## src/rtl/instruction_loader_pkg.sv

```systemverilog
// Shared definitions for the instruction loader: the default program
// terminator and the loader state encoding.
package instruction_loader_pkg;

    // Word that ends a program; it is still written to memory.
    localparam logic [31:0] HALT_WORD_DEFAULT = 32'hFFFF_FFFF;

    // Loader states. The encoding is fixed so that debug tooling can decode it.
    typedef enum logic [1:0] {
        ST_IDLE  = 2'd0,
        ST_LOAD  = 2'd1,
        ST_DONE  = 2'd2,
        ST_ERROR = 2'd3
    } state_t;

endpackage

```

## src/rtl/loader_word_assembler.sv

```systemverilog
// Groups the incoming program bytes into 32-bit big-endian words.
// A 2-bit phase counts bytes within the current word. The three previous
// bytes of the word are kept in a history register.
// The word output combines that history with the byte being accepted, so the
// parent sees the complete word in the same cycle it accepts the last byte.
module loader_word_assembler (
    input  logic        i_clk,
    input  logic        i_rst,
    input  logic        i_clear,
    input  logic        i_byte_valid,
    input  logic [7:0]  i_byte,
    output logic        o_word_complete,
    output logic [31:0] o_word
);

    logic [1:0]  phase_q;
    logic [1:0]  phase_d;
    // Lower three bytes of the conceptual 32-bit shift register. The top
    // byte would be shifted out on the next byte, so it is never needed.
    logic [23:0] hist_q;
    logic [23:0] hist_d;

    // Next phase/history: clear on a new load, otherwise shift in each accepted byte.
    always_comb begin
        phase_d = phase_q;
        hist_d  = hist_q;
        if (i_clear) begin
            phase_d = 2'd0;
            hist_d  = 24'd0;
        end else if (i_byte_valid) begin
            phase_d = phase_q + 2'd1;
            hist_d  = {hist_q[15:0], i_byte};
        end
    end

    // Phase and history registers, cleared asynchronously.
    always_ff @(posedge i_clk or posedge i_rst) begin
        if (i_rst) begin
            phase_q <= 2'd0;
            hist_q  <= 24'd0;
        end else begin
            phase_q <= phase_d;
            hist_q  <= hist_d;
        end
    end

    assign o_word_complete = i_byte_valid && (phase_q == 2'd3);
    assign o_word          = {hist_q, i_byte};

endmodule

```

## src/rtl/instruction_loader.sv

```systemverilog
// Feeds the byte-wide instruction memory from the debug UART byte stream.
// Bytes are written at consecutive addresses from 0, one cycle after arrival.
// A load ends in DONE when the HALT word is seen. It ends in ERROR when the
// last memory cell is written without completing a HALT word.
module instruction_loader
    import instruction_loader_pkg::*;
#(
    parameter int unsigned NBITS     = 8,
    parameter int unsigned CELLS     = 256,
    parameter logic [31:0] HALT_WORD = HALT_WORD_DEFAULT
) (
    input  logic             i_clk,
    input  logic             i_rst,
    input  logic             i_start,
    input  logic [7:0]       i_rx_data,
    input  logic             i_rx_valid,
    output logic [NBITS-1:0] o_mem_addr,
    output logic [7:0]       o_mem_data,
    output logic             o_mem_wr_en,
    output logic             o_busy,
    output logic             o_done,
    output logic             o_error,
    output logic [NBITS-1:0] o_inst_count
);

    localparam logic [NBITS-1:0] LAST_ADDR = NBITS'(CELLS - 1);
    localparam logic [NBITS-1:0] ADDR_ONE  = NBITS'(1);

    state_t           state_q;
    state_t           state_d;
    logic [NBITS-1:0] ptr_q;
    logic [NBITS-1:0] ptr_d;
    logic [NBITS-1:0] addr_q;
    logic [NBITS-1:0] addr_d;
    logic [7:0]       data_q;
    logic [7:0]       data_d;
    logic             wr_en_q;
    logic             wr_en_d;
    logic             busy_q;
    logic             busy_d;
    logic             done_q;
    logic             done_d;
    logic             error_q;
    logic             error_d;
    logic [NBITS-1:0] count_q;
    logic [NBITS-1:0] count_d;

    logic             rx_accept;
    logic             start_load;
    logic             word_complete;
    logic [31:0]      word;
    logic             halt_seen;

    // Bytes only count while loading. A start request outside LOAD always
    // wins, so a byte arriving with it in IDLE is dropped.
    assign rx_accept  = (state_q == ST_LOAD) && i_rx_valid;
    assign start_load = (state_q != ST_LOAD) && i_start;
    assign halt_seen  = word_complete && (word == HALT_WORD);

    loader_word_assembler u_word_assembler (
        .i_clk           (i_clk),
        .i_rst           (i_rst),
        .i_clear         (start_load),
        .i_byte_valid    (rx_accept),
        .i_byte          (i_rx_data),
        .o_word_complete (word_complete),
        .o_word          (word)
    );

    // Next-state and next-output logic for the load FSM.
    always_comb begin
        state_d = state_q;
        ptr_d   = ptr_q;
        addr_d  = addr_q;
        data_d  = data_q;
        wr_en_d = 1'b0;
        done_d  = done_q;
        error_d = error_q;
        count_d = count_q;

        case (state_q)
            ST_LOAD: begin
                if (rx_accept) begin
                    wr_en_d = 1'b1;
                    addr_d  = ptr_q;
                    data_d  = i_rx_data;
                    ptr_d   = ptr_q + ADDR_ONE;
                    if (word_complete) begin
                        count_d = count_q + ADDR_ONE;
                    end
                    if (halt_seen) begin
                        // HALT wins even when it fills the last cell.
                        state_d = ST_DONE;
                        done_d  = 1'b1;
                    end else if (ptr_q == LAST_ADDR) begin
                        // Memory is full without a HALT: stop, never wrap.
                        state_d = ST_ERROR;
                        error_d = 1'b1;
                    end
                end
            end
            default: begin
                // IDLE, DONE and ERROR all restart a load on i_start.
                if (i_start) begin
                    state_d = ST_LOAD;
                    ptr_d   = '0;
                    count_d = '0;
                    done_d  = 1'b0;
                    error_d = 1'b0;
                end
            end
        endcase

        busy_d = (state_d == ST_LOAD);
    end

    // FSM state and all registered outputs. Reset drops any pending write.
    always_ff @(posedge i_clk or posedge i_rst) begin
        if (i_rst) begin
            state_q <= ST_IDLE;
            ptr_q   <= '0;
            addr_q  <= '0;
            data_q  <= 8'd0;
            wr_en_q <= 1'b0;
            busy_q  <= 1'b0;
            done_q  <= 1'b0;
            error_q <= 1'b0;
            count_q <= '0;
        end else begin
            state_q <= state_d;
            ptr_q   <= ptr_d;
            addr_q  <= addr_d;
            data_q  <= data_d;
            wr_en_q <= wr_en_d;
            busy_q  <= busy_d;
            done_q  <= done_d;
            error_q <= error_d;
            count_q <= count_d;
        end
    end

    assign o_mem_addr   = addr_q;
    assign o_mem_data   = data_q;
    assign o_mem_wr_en  = wr_en_q;
    assign o_busy       = busy_q;
    assign o_done       = done_q;
    assign o_error      = error_q;
    assign o_inst_count = count_q;

endmodule

```

## config.mk

```make
export PLATFORM = sky130hd
export DESIGN_NAME = instruction_loader
export DESIGN_NICKNAME = d
export VERILOG_FILES = /design/src/rtl/instruction_loader_pkg.sv /design/src/rtl/loader_word_assembler.sv /design/src/rtl/instruction_loader.sv
export SDC_FILE = /design/constraint.sdc
export NUM_CORES = 1
export LEC_CHECK = 0
export ABC_AREA = 1
export CAP_MARGIN = 20
export CORE_AREA = 5 5 88 90
export DETAILED_ROUTE_END_ITERATION = 7
export DIE_AREA = 0 0 93 95
export DONT_BUFFER_PORTS = 1
export HOLD_SLACK_MARGIN = 0.03
export RECOVER_POWER = 25
export SETUP_SLACK_MARGIN = 0.4
export SYNTH_ARGS = -nofsm -noshare
export SYNTH_HDL_FRONTEND = slang
export SYNTH_HIERARCHICAL = 1
export SYNTH_SLANG_ARGS = --single-unit
```

## constraint.sdc

```tcl
create_clock -name i_clk -period 5.3 [get_ports i_clk]
set_input_delay 1.06 -clock i_clk [delete_from_list [all_inputs] [get_ports i_clk]]
set_output_delay 1.06 -clock i_clk [all_outputs]
set_load 0.02 [all_outputs]
```

==> results of run 1 <==
-- cell usage in the layout, fill, tap and decap left out --
cell type / n
sky130_fd_sc_hd__a21oi_1: 4
sky130_fd_sc_hd__bufinv_16: 4
sky130_fd_sc_hd__clkbuf_1: 2
sky130_fd_sc_hd__clkbuf_8: 9
sky130_fd_sc_hd__clkinv_4: 1
sky130_fd_sc_hd__clkinvlp_4: 2
sky130_fd_sc_hd__dfrtp_1: 64
sky130_fd_sc_hd__ha_1: 3
sky130_fd_sc_hd__inv_1: 28
sky130_fd_sc_hd__inv_2: 3
sky130_fd_sc_hd__inv_6: 1
sky130_fd_sc_hd__nand2_1: 123
sky130_fd_sc_hd__nand2_4: 5
sky130_fd_sc_hd__nand2_8: 1
sky130_fd_sc_hd__nand3_1: 39
sky130_fd_sc_hd__nand4_1: 10
sky130_fd_sc_hd__nor2_1: 19
sky130_fd_sc_hd__nor2_4: 1
sky130_fd_sc_hd__nor3_1: 4
sky130_fd_sc_hd__nor3_2: 1
sky130_fd_sc_hd__o21ai_0: 19
sky130_fd_sc_hd__o21ai_1: 7
sky130_fd_sc_hd__o21bai_1: 1
sky130_fd_sc_hd__o22ai_1: 1
-- sequential cells by signal (all words and copies together) (netlist names) --
signal                    count
u_word_assembler/hist_q      24
o_inst_count                  8
o_mem_addr                    8
o_mem_data                    8
ptr_q                         8
state_q                       2
u_word_assembler/phase_q      2
o_busy                        1
o_done                        1
o_error                       1
o_mem_wr_en                   1
-- worst paths after layout --
path / start / depth (start not counted) / slack, ps / endpoint
min: i_rst / 1 / 430 / u_word_assembler/hist_q[0]
min reg2reg: u_word_assembler/hist_q[20] / 2 / 470 / u_word_assembler/hist_q[20]
min in group i_clk: u_word_assembler/hist_q[20] / 2 / 470 / u_word_assembler/hist_q[20]
max in group i_clk: i_rx_valid / 9 / 2880 / o_busy
max: i_rst / 2 / 2810 / o_error
max reg2reg: state_q[1] / 12 / 2950 / o_busy
-- metrics by stage --
stage               instances  hold slack (ps)  total power [mW]
global placement          417            456.8            0.9791
detailed placement        417            458.2            0.9902
finish                    434            434.6             1.534
CTS                       433            476.2             1.553
global route              434            418.9             1.631
floorplan                 354            441.5            0.9341
-- layout make-up --
| cell class | count | share of cell area |
|---|---|---|
| inverters | 32 | 0.03893 |
| clock buffers | 9 | 0.03854 |
| clock inverters | 7 | 0.04476 |
| multi-input cells | 238 | 0.3453 |
| repair buffers | 2 | 0.002336 |
| well taps | 82 | 0.03192 |
| flip-flops and latches | 64 | 0.4983 |
-- routing by layer --
layer	vias up	routed length, µm	global-route usage
li1	1117	-	-
met1	1071	2737	0.1874
met2	48	2712	0.2334
met3	9	401	0.05418
met4	0	123	0.08059
met5	-	0	0
-- power groups by stage --
| stage | combinational (mW) | clock, mW | sequential, mW |
|---|---|---|---|
| global route | 0.258 | 0.595 | 0.777 |
| floorplan | 0.193 | 0 | 0.741 |
| CTS | 0.222 | 0.570 | 0.761 |
| finish | 0.217 | 0.557 | 0.759 |
| global placement | 0.211 | 0 | 0.768 |
| detailed placement | 0.221 | 0 | 0.770 |
-- cell families after synthesis --
group / Yosys count / synth area share
buffers and inverters: 52 / 0.09557
and+or+nand+nor: 203 / 0.3030
AOI/OAI and AO/OA: 32 / 0.05468
DFF: 64 / 0.5342
adders and majority gates: 3 / 0.01252
==> report_table.html, run 1 <==
<table>
<tr><th>Metric</th><th>Value</th></tr>
<tr><th colspan="2">Global route</th></tr>
<tr><td>Largest net degree at the start of global routing</td><td>44</td></tr>
<tr><td>Via count of the first global-routing pass</td><td>2156</td></tr>
<tr><td>Overall global routing resource usage</td><td>0.1518</td></tr>
<tr><td>Global route overflow</td><td>0</td></tr>
<tr><td>Wire length of the first global-routing pass</td><td>10310 µm</td></tr>
<tr><td>Initial antenna violation count</td><td>0</td></tr>
<tr><th colspan="2">Setup path</th></tr>
<tr><td>Sort of element at the start of the critical path</td><td>input port</td></tr>
<tr><td>Crit. End Element</td><td>async pin</td></tr>
<tr><td>Worst Path Buf+Inv</td><td>2</td></tr>
<tr><td>Crit path max-delay cell type</td><td>sky130_fd_sc_hd__clkbuf_1</td></tr>
<tr><td>Worst Path Arrival</td><td>2550 ps</td></tr>
<tr><td>Maximum single-stage delay on the critical path</td><td>1430 ps</td></tr>
<tr><td>Crit path cell chain</td><td>inv_1, clkbuf_1</td></tr>
<tr><td>CP Class</td><td>in -&gt; async</td></tr>
<tr><td>Family with the most delay on the worst path</td><td>buffers and inverters</td></tr>
<tr><td>CP Max Fanout</td><td>38</td></tr>
<tr><td>Required time of the worst setup path</td><td>5360 ps</td></tr>
<tr><th colspan="2">Floorplan</th></tr>
<tr><td>Die Outline Area</td><td>8835 µm²</td></tr>
<tr><td>Die height</td><td>95 µm</td></tr>
<tr><td>Number of top-level pins</td><td>40</td></tr>
<tr><td>Row count</td><td>31</td></tr>
<tr><td>Horizontal die dimension</td><td>93 µm</td></tr>
<tr><td>Initial standard-cell utilization of the core</td><td>0.4294</td></tr>
<tr><td>Area of the core</td><td>6982 µm²</td></tr>
<tr><th colspan="2">Synthesis</th></tr>
<tr><td>Cell variety after synth</td><td>23</td></tr>
<tr><td>Number of synthesized flops with an enable pin</td><td>0</td></tr>
<tr><td>Post-synthesis cell count</td><td>354</td></tr>
<tr><td>Number of synthesized register bits</td><td>64</td></tr>
<tr><td>Register area share after synthesis</td><td>0.5342</td></tr>
<tr><td>Synthesized area</td><td>2998 µm²</td></tr>
<tr><td>Warnings, synthesis</td><td>6</td></tr>
<tr><td>Most frequently used cell type in the post-synthesis netlist</td><td>sky130_fd_sc_hd__nand2_1</td></tr>
<tr><td>Area leader, netlist</td><td>sky130_fd_sc_hd__dfrtp_1</td></tr>
<tr><td>Area share of the largest cell type after synthesis</td><td>0.5342</td></tr>
<tr><td>Fraction of registers with async set or reset after synthesis</td><td>1.000</td></tr>
<tr><td>Commonest cells in the synthesized netlist</td><td>sky130_fd_sc_hd__nand2_1 (123), sky130_fd_sc_hd__dfrtp_1 (64), sky130_fd_sc_hd__nand3_1 (39)</td></tr>
<tr><td>Average cell area after synthesis</td><td>8.469 µm²</td></tr>
<tr><td>Ys flop type</td><td>sky130_fd_sc_hd__dfrtp_1</td></tr>
<tr><td>Main area contributors after synthesis</td><td>sky130_fd_sc_hd__dfrtp_1 (53%), sky130_fd_sc_hd__nand2_1 (15%), sky130_fd_sc_hd__nand3_1 (6.5%)</td></tr>
<tr><td>Number of nets in the synthesized netlist</td><td>369</td></tr>
<tr><th colspan="2">Hold path</th></tr>
<tr><td>Min-delay worst type</td><td>in -&gt; async</td></tr>
<tr><th colspan="2">Clock tree</th></tr>
<tr><td>Cts bufs inserted</td><td>9</td></tr>
<tr><td>PostCTS Resize Cnt</td><td>0</td></tr>
<tr><td>Hold buffers post-CTS</td><td>0</td></tr>
<tr><td>Clock tree from TritonCTS</td><td>done</td></tr>
<tr><td>Number of buffers added for setup after CTS</td><td>0</td></tr>
<tr><td>Later-pin clock latency in the skew report</td><td>350 ps</td></tr>
<tr><td>Clk sinks</td><td>64</td></tr>
<tr><td>Clock transition at the registers of the reported paths</td><td>70 ps</td></tr>
<tr><td>Clock H-tree levels</td><td>3</td></tr>
<tr><td>Clock root buffer</td><td>sky130_fd_sc_hd__clkbuf_8</td></tr>
<tr><td>Maximum number of buffers from clock root to sink</td><td>2</td></tr>
<tr><th colspan="2">STA</th></tr>
<tr><td>Fmax</td><td>0.4012 GHz</td></tr>
<tr><td>Worst Max-Slew Pin Slew</td><td>2023 ps</td></tr>
<tr><td>Final Max Slew Viols</td><td>39</td></tr>
<tr><td>Worst Slack Setup Final</td><td>2807 ps</td></tr>
<tr><td>Max transition margin</td><td>-0.3485</td></tr>
<tr><td>Min Tclk post-route</td><td>2493 ps</td></tr>
<tr><td>Hold violation total from the final report</td><td>0</td></tr>
<tr><td>Max Clock Skew</td><td>5.680 ps</td></tr>
<tr><td>Accumulated negative setup slack</td><td>0 ps</td></tr>
<tr><td>Total setup violations reported at the end of the flow</td><td>0</td></tr>
<tr><td>RSZ-0062 raised after global routing</td><td>no</td></tr>
<tr><td>Final worst path period share</td><td>0.4703</td></tr>
<tr><th colspan="2">Place</th></tr>
<tr><td>Placed inst area</td><td>2947 µm²</td></tr>
<tr><td>Number of input and output port buffers inserted</td><td>0</td></tr>
<tr><td>HPWL reported at the end of detailed placement</td><td>3996 µm</td></tr>
<tr><td>Place WS</td><td>2521 ps</td></tr>
<tr><td>GPL Wtd Cong</td><td>0.7425</td></tr>
<tr><th colspan="2">Drt</th></tr>
<tr><td># DRC</td><td>0</td></tr>
<tr><td>1st-iter DRT viols</td><td>112</td></tr>
<tr><td>WL per Instance</td><td>13.77 µm</td></tr>
<tr><td>Detailed Route WL</td><td>5975 µm</td></tr>
<tr><td>Via count</td><td>2245</td></tr>
<tr><td>Vias per Instance</td><td>5.173</td></tr>
<tr><td>Count of nets left with antenna violations after detail routing</td><td>0</td></tr>
<tr><td>Pre-antenna DRT Iters</td><td>4</td></tr>
<tr><th colspan="2">Status</th></tr>
<tr><td>Outcome</td><td>complete, but fails checks</td></tr>
<tr><td>Failing checks</td><td>capacitance limit, slew limit</td></tr>
<tr><th colspan="2">Finish</th></tr>
<tr><td>Reg area</td><td>1602 µm²</td></tr>
<tr><td>Final core utilization</td><td>0.4604</td></tr>
<tr><td>Layout cell share with drive strength beyond 1</td><td>0.07955</td></tr>
<tr><td>Post-route standard cell area excluding fillers</td><td>3214 µm²</td></tr>
<tr><td>Layout overhead on the synthesized area</td><td>7.220%</td></tr>
<tr><td>Number of antenna diodes</td><td>0</td></tr>
<tr><td>Number of fill cells</td><td>689</td></tr>
<tr><td>Area of combinational cells with multiple inputs</td><td>1110 µm²</td></tr>
<tr><td>Final net count</td><td>362</td></tr>
<tr><th colspan="2">Pwr</th></tr>
<tr><td>Clock share of power</td><td>0.363</td></tr>
<tr><td>Switching pwr</td><td>0.5026 mW</td></tr>
<tr><td>Fraction of power spent switching nets</td><td>0.3277</td></tr>
<tr><td>Static Leak</td><td>1.614 nW</td></tr>
<tr><td>Combinational share of power</td><td>0.142</td></tr>
<tr><td>Maximum vdd drop</td><td>0.2075 mV</td></tr>
<tr><td>Pwr per Cell Area</td><td>477.2 nW/µm²</td></tr>
<tr><td>Seq pwr share</td><td>0.495</td></tr>
<tr><td>Internal Pwr Total</td><td>1.031 mW</td></tr>
<tr><th colspan="2">Run</th></tr>
<tr><td>Number of violations of the max-capacitance limit</td><td>1</td></tr>
</table>
Power figures use the tool's default switching activity.
==> run 2, diff against run 1 <==
clock period = 2.3 ns   (was 5.3 ns; I/O delays follow)
==> run 2 against run 1 <==
Compared with the run above:
- the flow now finishes without violations
- worst setup slack worse by 2100 ps
- critical path depth is 10 higher
- sequential power is 130% higher
- via count is 0.18% lower
- highest routed layer unchanged
==> report_table.html, run 2 (same netlist as run 1, synthesis figures left out) <==
<table>
<tr><th>Metric</th><th>Value</th></tr>
<tr><th colspan="2">Status</th></tr>
<tr><td>Outcome</td><td>complete, no violations (was complete, but fails checks)</td></tr>
<tr><th colspan="2">Place</th></tr>
<tr><td>Placed inst area</td><td>2969 µm² (was 2947 µm²)</td></tr>
<tr><td>Number of input and output port buffers inserted</td><td>0 (unchanged)</td></tr>
<tr><td>GPL Wtd Cong</td><td>0.8011 (was 0.7425)</td></tr>
<tr><td>HPWL reported at the end of detailed placement</td><td>3977 µm (was 3996 µm)</td></tr>
<tr><th colspan="2">STA</th></tr>
<tr><td>Max Clock Skew</td><td>7.472 ps (was 5.680 ps)</td></tr>
<tr><td>Total setup violations reported at the end of the flow</td><td>0 (unchanged)</td></tr>
<tr><td>Accumulated negative setup slack</td><td>0 ps (unchanged)</td></tr>
<tr><td>Final worst path period share</td><td>0.7045</td></tr>
<tr><td>Max transition margin</td><td>0.1016 (was -0.3485)</td></tr>
<tr><td>Worst Max-Slew Pin Slew</td><td>1348 ps (was 2023 ps)</td></tr>
<tr><td>Hold violation total from the final report</td><td>0 (unchanged)</td></tr>
<tr><td>RSZ-0062 raised after global routing</td><td>no (unchanged)</td></tr>
<tr><td>Min Tclk post-route</td><td>1620 ps</td></tr>
<tr><td>Final Max Slew Viols</td><td>0 (was 39)</td></tr>
<tr><td>Fmax</td><td>0.6172 GHz</td></tr>
<tr><td>Final Hold Slack</td><td>227.4 ps (was 434.6 ps)</td></tr>
<tr><th colspan="2">Setup path</th></tr>
<tr><td>CP Max Fanout</td><td>8 (was 38)</td></tr>
<tr><td>Reg-to-reg setup timing slack</td><td>680 ps (was 2950 ps)</td></tr>
<tr><td>Crit path cell chain</td><td>inv_2, nand2_4, inv_6, nand2_4, inv_2, nand2_1, inv_1, nand3_1, nor2_1, nand4_1, nand2_1, nor2_1 (was inv_1, clkbuf_1)</td></tr>
<tr><td>CP Class</td><td>reg -&gt; reg (was in -&gt; async)</td></tr>
<tr><td>Worst Path Arrival</td><td>1860 ps (was 2550 ps)</td></tr>
<tr><td>Source of the critical timing path</td><td>state_q[1] (was i_rst)</td></tr>
<tr><td>Required time of the worst setup path</td><td>2540 ps (was 5360 ps)</td></tr>
<tr><td>Sort of element at the start of the critical path</td><td>register (was input port)</td></tr>
<tr><td>Crit path max-delay cell type</td><td>sky130_fd_sc_hd__dfrtp_1 (was sky130_fd_sc_hd__clkbuf_1)</td></tr>
<tr><td>Maximum single-stage delay on the critical path</td><td>370 ps (was 1430 ps)</td></tr>
<tr><td>Crit. End Element</td><td>register (was async pin)</td></tr>
<tr><td>Worst Path Buf+Inv</td><td>4 (was 2)</td></tr>
<tr><td>Worst reg2reg path startpoint</td><td>state_q[1] (unchanged)</td></tr>
<tr><td>Family with the most delay on the worst path</td><td>simple AND/OR/NAND/NOR gates (was buffers and inverters)</td></tr>
<tr><th colspan="2">Clock tree</th></tr>
<tr><td>Clock tree from TritonCTS</td><td>done (unchanged)</td></tr>
<tr><td>Later-pin clock latency in the skew report</td><td>340 ps (was 350 ps)</td></tr>
<tr><td>Clk sinks</td><td>64 (unchanged)</td></tr>
<tr><td>Clock root buffer</td><td>sky130_fd_sc_hd__clkbuf_8 (unchanged)</td></tr>
<tr><td>PostCTS Resize Cnt</td><td>0 (unchanged)</td></tr>
<tr><td>Clock H-tree levels</td><td>3 (unchanged)</td></tr>
<tr><td>Number of buffers added for setup after CTS</td><td>0 (unchanged)</td></tr>
<tr><td>Clock transition at the registers of the reported paths</td><td>70 ps (about the same)</td></tr>
<tr><td>Maximum number of buffers from clock root to sink</td><td>2 (unchanged)</td></tr>
<tr><td>Hold buffers post-CTS</td><td>0 (unchanged)</td></tr>
<tr><td>Cts bufs inserted</td><td>9 (unchanged)</td></tr>
<tr><th colspan="2">Global route</th></tr>
<tr><td>Global route overflow</td><td>0 (unchanged)</td></tr>
<tr><td>Overall global routing resource usage</td><td>0.1559 (was 0.1518)</td></tr>
<tr><td>Initial antenna violation count</td><td>0 (unchanged)</td></tr>
<tr><td>Via count of the first global-routing pass</td><td>2249 (was 2156)</td></tr>
<tr><td>Largest net degree at the start of global routing</td><td>39 (was 44)</td></tr>
<tr><td>Wire length of the first global-routing pass</td><td>10670 µm (was 10310 µm)</td></tr>
<tr><th colspan="2">Floorplan</th></tr>
<tr><td>Row count</td><td>31 (unchanged)</td></tr>
<tr><td>Initial standard-cell utilization of the core</td><td>0.4294 (unchanged)</td></tr>
<tr><td>Horizontal die dimension</td><td>93 µm (unchanged)</td></tr>
<tr><td>Die Outline Area</td><td>8835 µm² (unchanged)</td></tr>
<tr><td>Area of the core</td><td>6982 µm² (unchanged)</td></tr>
<tr><td>Number of top-level pins</td><td>40 (unchanged)</td></tr>
<tr><td>Die height</td><td>95 µm (unchanged)</td></tr>
<tr><th colspan="2">Drt</th></tr>
<tr><td>Count of nets left with antenna violations after detail routing</td><td>0 (unchanged)</td></tr>
<tr><td>Pre-antenna DRT Iters</td><td>4 (unchanged)</td></tr>
<tr><td>Vias per Instance</td><td>5.140 (was 5.173)</td></tr>
<tr><td># DRC</td><td>0 (unchanged)</td></tr>
<tr><td>1st-iter DRT viols</td><td>104 (was 112)</td></tr>
<tr><td>WL per Instance</td><td>13.49 µm (was 13.77 µm)</td></tr>
<tr><td>Via count</td><td>2241 (was 2245)</td></tr>
<tr><td>Detailed Route WL</td><td>5880 µm (was 5975 µm)</td></tr>
<tr><th colspan="2">Finish</th></tr>
<tr><td>Final core utilization</td><td>0.4529 (was 0.4604)</td></tr>
<tr><td>Number of antenna diodes</td><td>0 (unchanged)</td></tr>
<tr><td>Post-route standard cell area excluding fillers</td><td>3162 µm² (was 3214 µm²)</td></tr>
<tr><td>Register bank with the most flops</td><td>u_word_assembler/hist_q (unchanged)</td></tr>
<tr><td>Leading cell types in the layout, fill and taps excluded</td><td>sky130_fd_sc_hd__nand2_1 (123), sky130_fd_sc_hd__dfrtp_1 (64), sky130_fd_sc_hd__nand3_1 (39) (unchanged)</td></tr>
<tr><td>Most frequent standard cell in the layout excluding fill and tap cells</td><td>sky130_fd_sc_hd__nand2_1 (unchanged)</td></tr>
<tr><td>Max reg flops</td><td>24 (unchanged)</td></tr>
<tr><td>Layout overhead on the synthesized area</td><td>5.467% (was 7.220%)</td></tr>
<tr><td>Number of fill cells</td><td>699 (was 689)</td></tr>
<tr><td>Layout cell share with drive strength beyond 1</td><td>0.08192 (was 0.07955)</td></tr>
<tr><td>Final net count</td><td>364 (was 362)</td></tr>
<tr><th colspan="2">Pwr</th></tr>
<tr><td>Maximum vdd drop</td><td>0.5094 mV (was 0.2075 mV)</td></tr>
<tr><td>Pwr per Cell Area</td><td>1020 nW/µm² (was 477.2 nW/µm²)</td></tr>
<tr><td>Overall power consumption</td><td>3.225 mW (was 1.534 mW)</td></tr>
<tr><td>Static Leak</td><td>1.605 nW (was 1.614 nW)</td></tr>
<tr><th colspan="2">Run</th></tr>
<tr><td>Number of violations of the max-capacitance limit</td><td>0 (was 1)</td></tr>
<tr><th colspan="2">Hold path</th></tr>
<tr><td>Min-delay worst type</td><td>in -&gt; reg (was in -&gt; async)</td></tr>
<tr><td>Start point of the worst hold path</td><td>i_rx_data[6]</td></tr>
</table>
==> run 2: cell types whose count changed in the layout (fill, tap and decap cells not counted), sizes merged <==
cell	before	now
clkinv	1	2
clkbuf	11	15
clkinvlp	2	0
bufinv	4	1
buf	0	2
==> run 2: metrics by stage <==
stage / worst slack, ps / instances
3_5_place_dp: 685.8 / 420
5_1_grt: 443.6 / 436
4_1_cts: 674.6 / 436
6_report: 679.7 / 436
3_3_place_gp: 720.5 / 420
2_1_floorplan: 410.6 / 354
==> run 2: final cells by class <==
cell class / count / area, µm² / area share
inverters: 32 / 125.1 / 0.03957
multi-input cells: 238 / 1110 / 0.3510
flip-flops and latches: 64 / 1602 / 0.5065
clock buffers: 13 / 158.9 / 0.05026
well taps: 82 / 102.6 / 0.03245
repair buffers: 4 / 23.77 / 0.007519
clock inverters: 3 / 40.04 / 0.01266
==> run 2: worst register-to-register path, cell delays in order, from the launching register on <==
cell                      delay, ps
sky130_fd_sc_hd__dfrtp_1        370
sky130_fd_sc_hd__inv_2           70
sky130_fd_sc_hd__nand2_4         70
sky130_fd_sc_hd__inv_6           90
sky130_fd_sc_hd__nand2_4         50
sky130_fd_sc_hd__inv_2          140
sky130_fd_sc_hd__nand2_1         70
sky130_fd_sc_hd__inv_1          110
sky130_fd_sc_hd__nand3_1         90
sky130_fd_sc_hd__nor2_1         140
sky130_fd_sc_hd__nand4_1        150
sky130_fd_sc_hd__nand2_1        130
sky130_fd_sc_hd__nor2_1          40
==> run 2: final timing paths <==
check,endpoint,cells after the start
max,o_busy,12
min,o_mem_data[6],2
max reg2reg,o_busy,12
min reg2reg,u_word_assembler/hist_q[20],2
max in group asynchronous,u_word_assembler/hist_q[18],2
min in group asynchronous,o_mem_data[6],2
==> run 2: metal layers <==
| metal | global-route usage | wire length (µm) | up-vias | part of all wire |
|---|---|---|---|---|
| met3 | 0.06614 | 421 | 7 | 0.072 |
| met1 | 0.2018 | 2708 | 1051 | 0.46 |
| met2 | 0.2310 | 2659 | 64 | 0.45 |
| li1 | - | - | 1119 | - |
| met5 | 0 | 0 | - | 0 |
| met4 | 0.06227 | 91 | 0 | 0.015 |
==> run 2: power breakdown <==
group	switching, mW	internal (mW)	leakage (nW)	total [mW]
Sequential	0.386	1.37	0.791	1.75
Combinational	0.324	0.185	0.710	0.508
Clock	0.409	0.557	0.103	0.966
Total	1.12	2.11	1.60	3.23
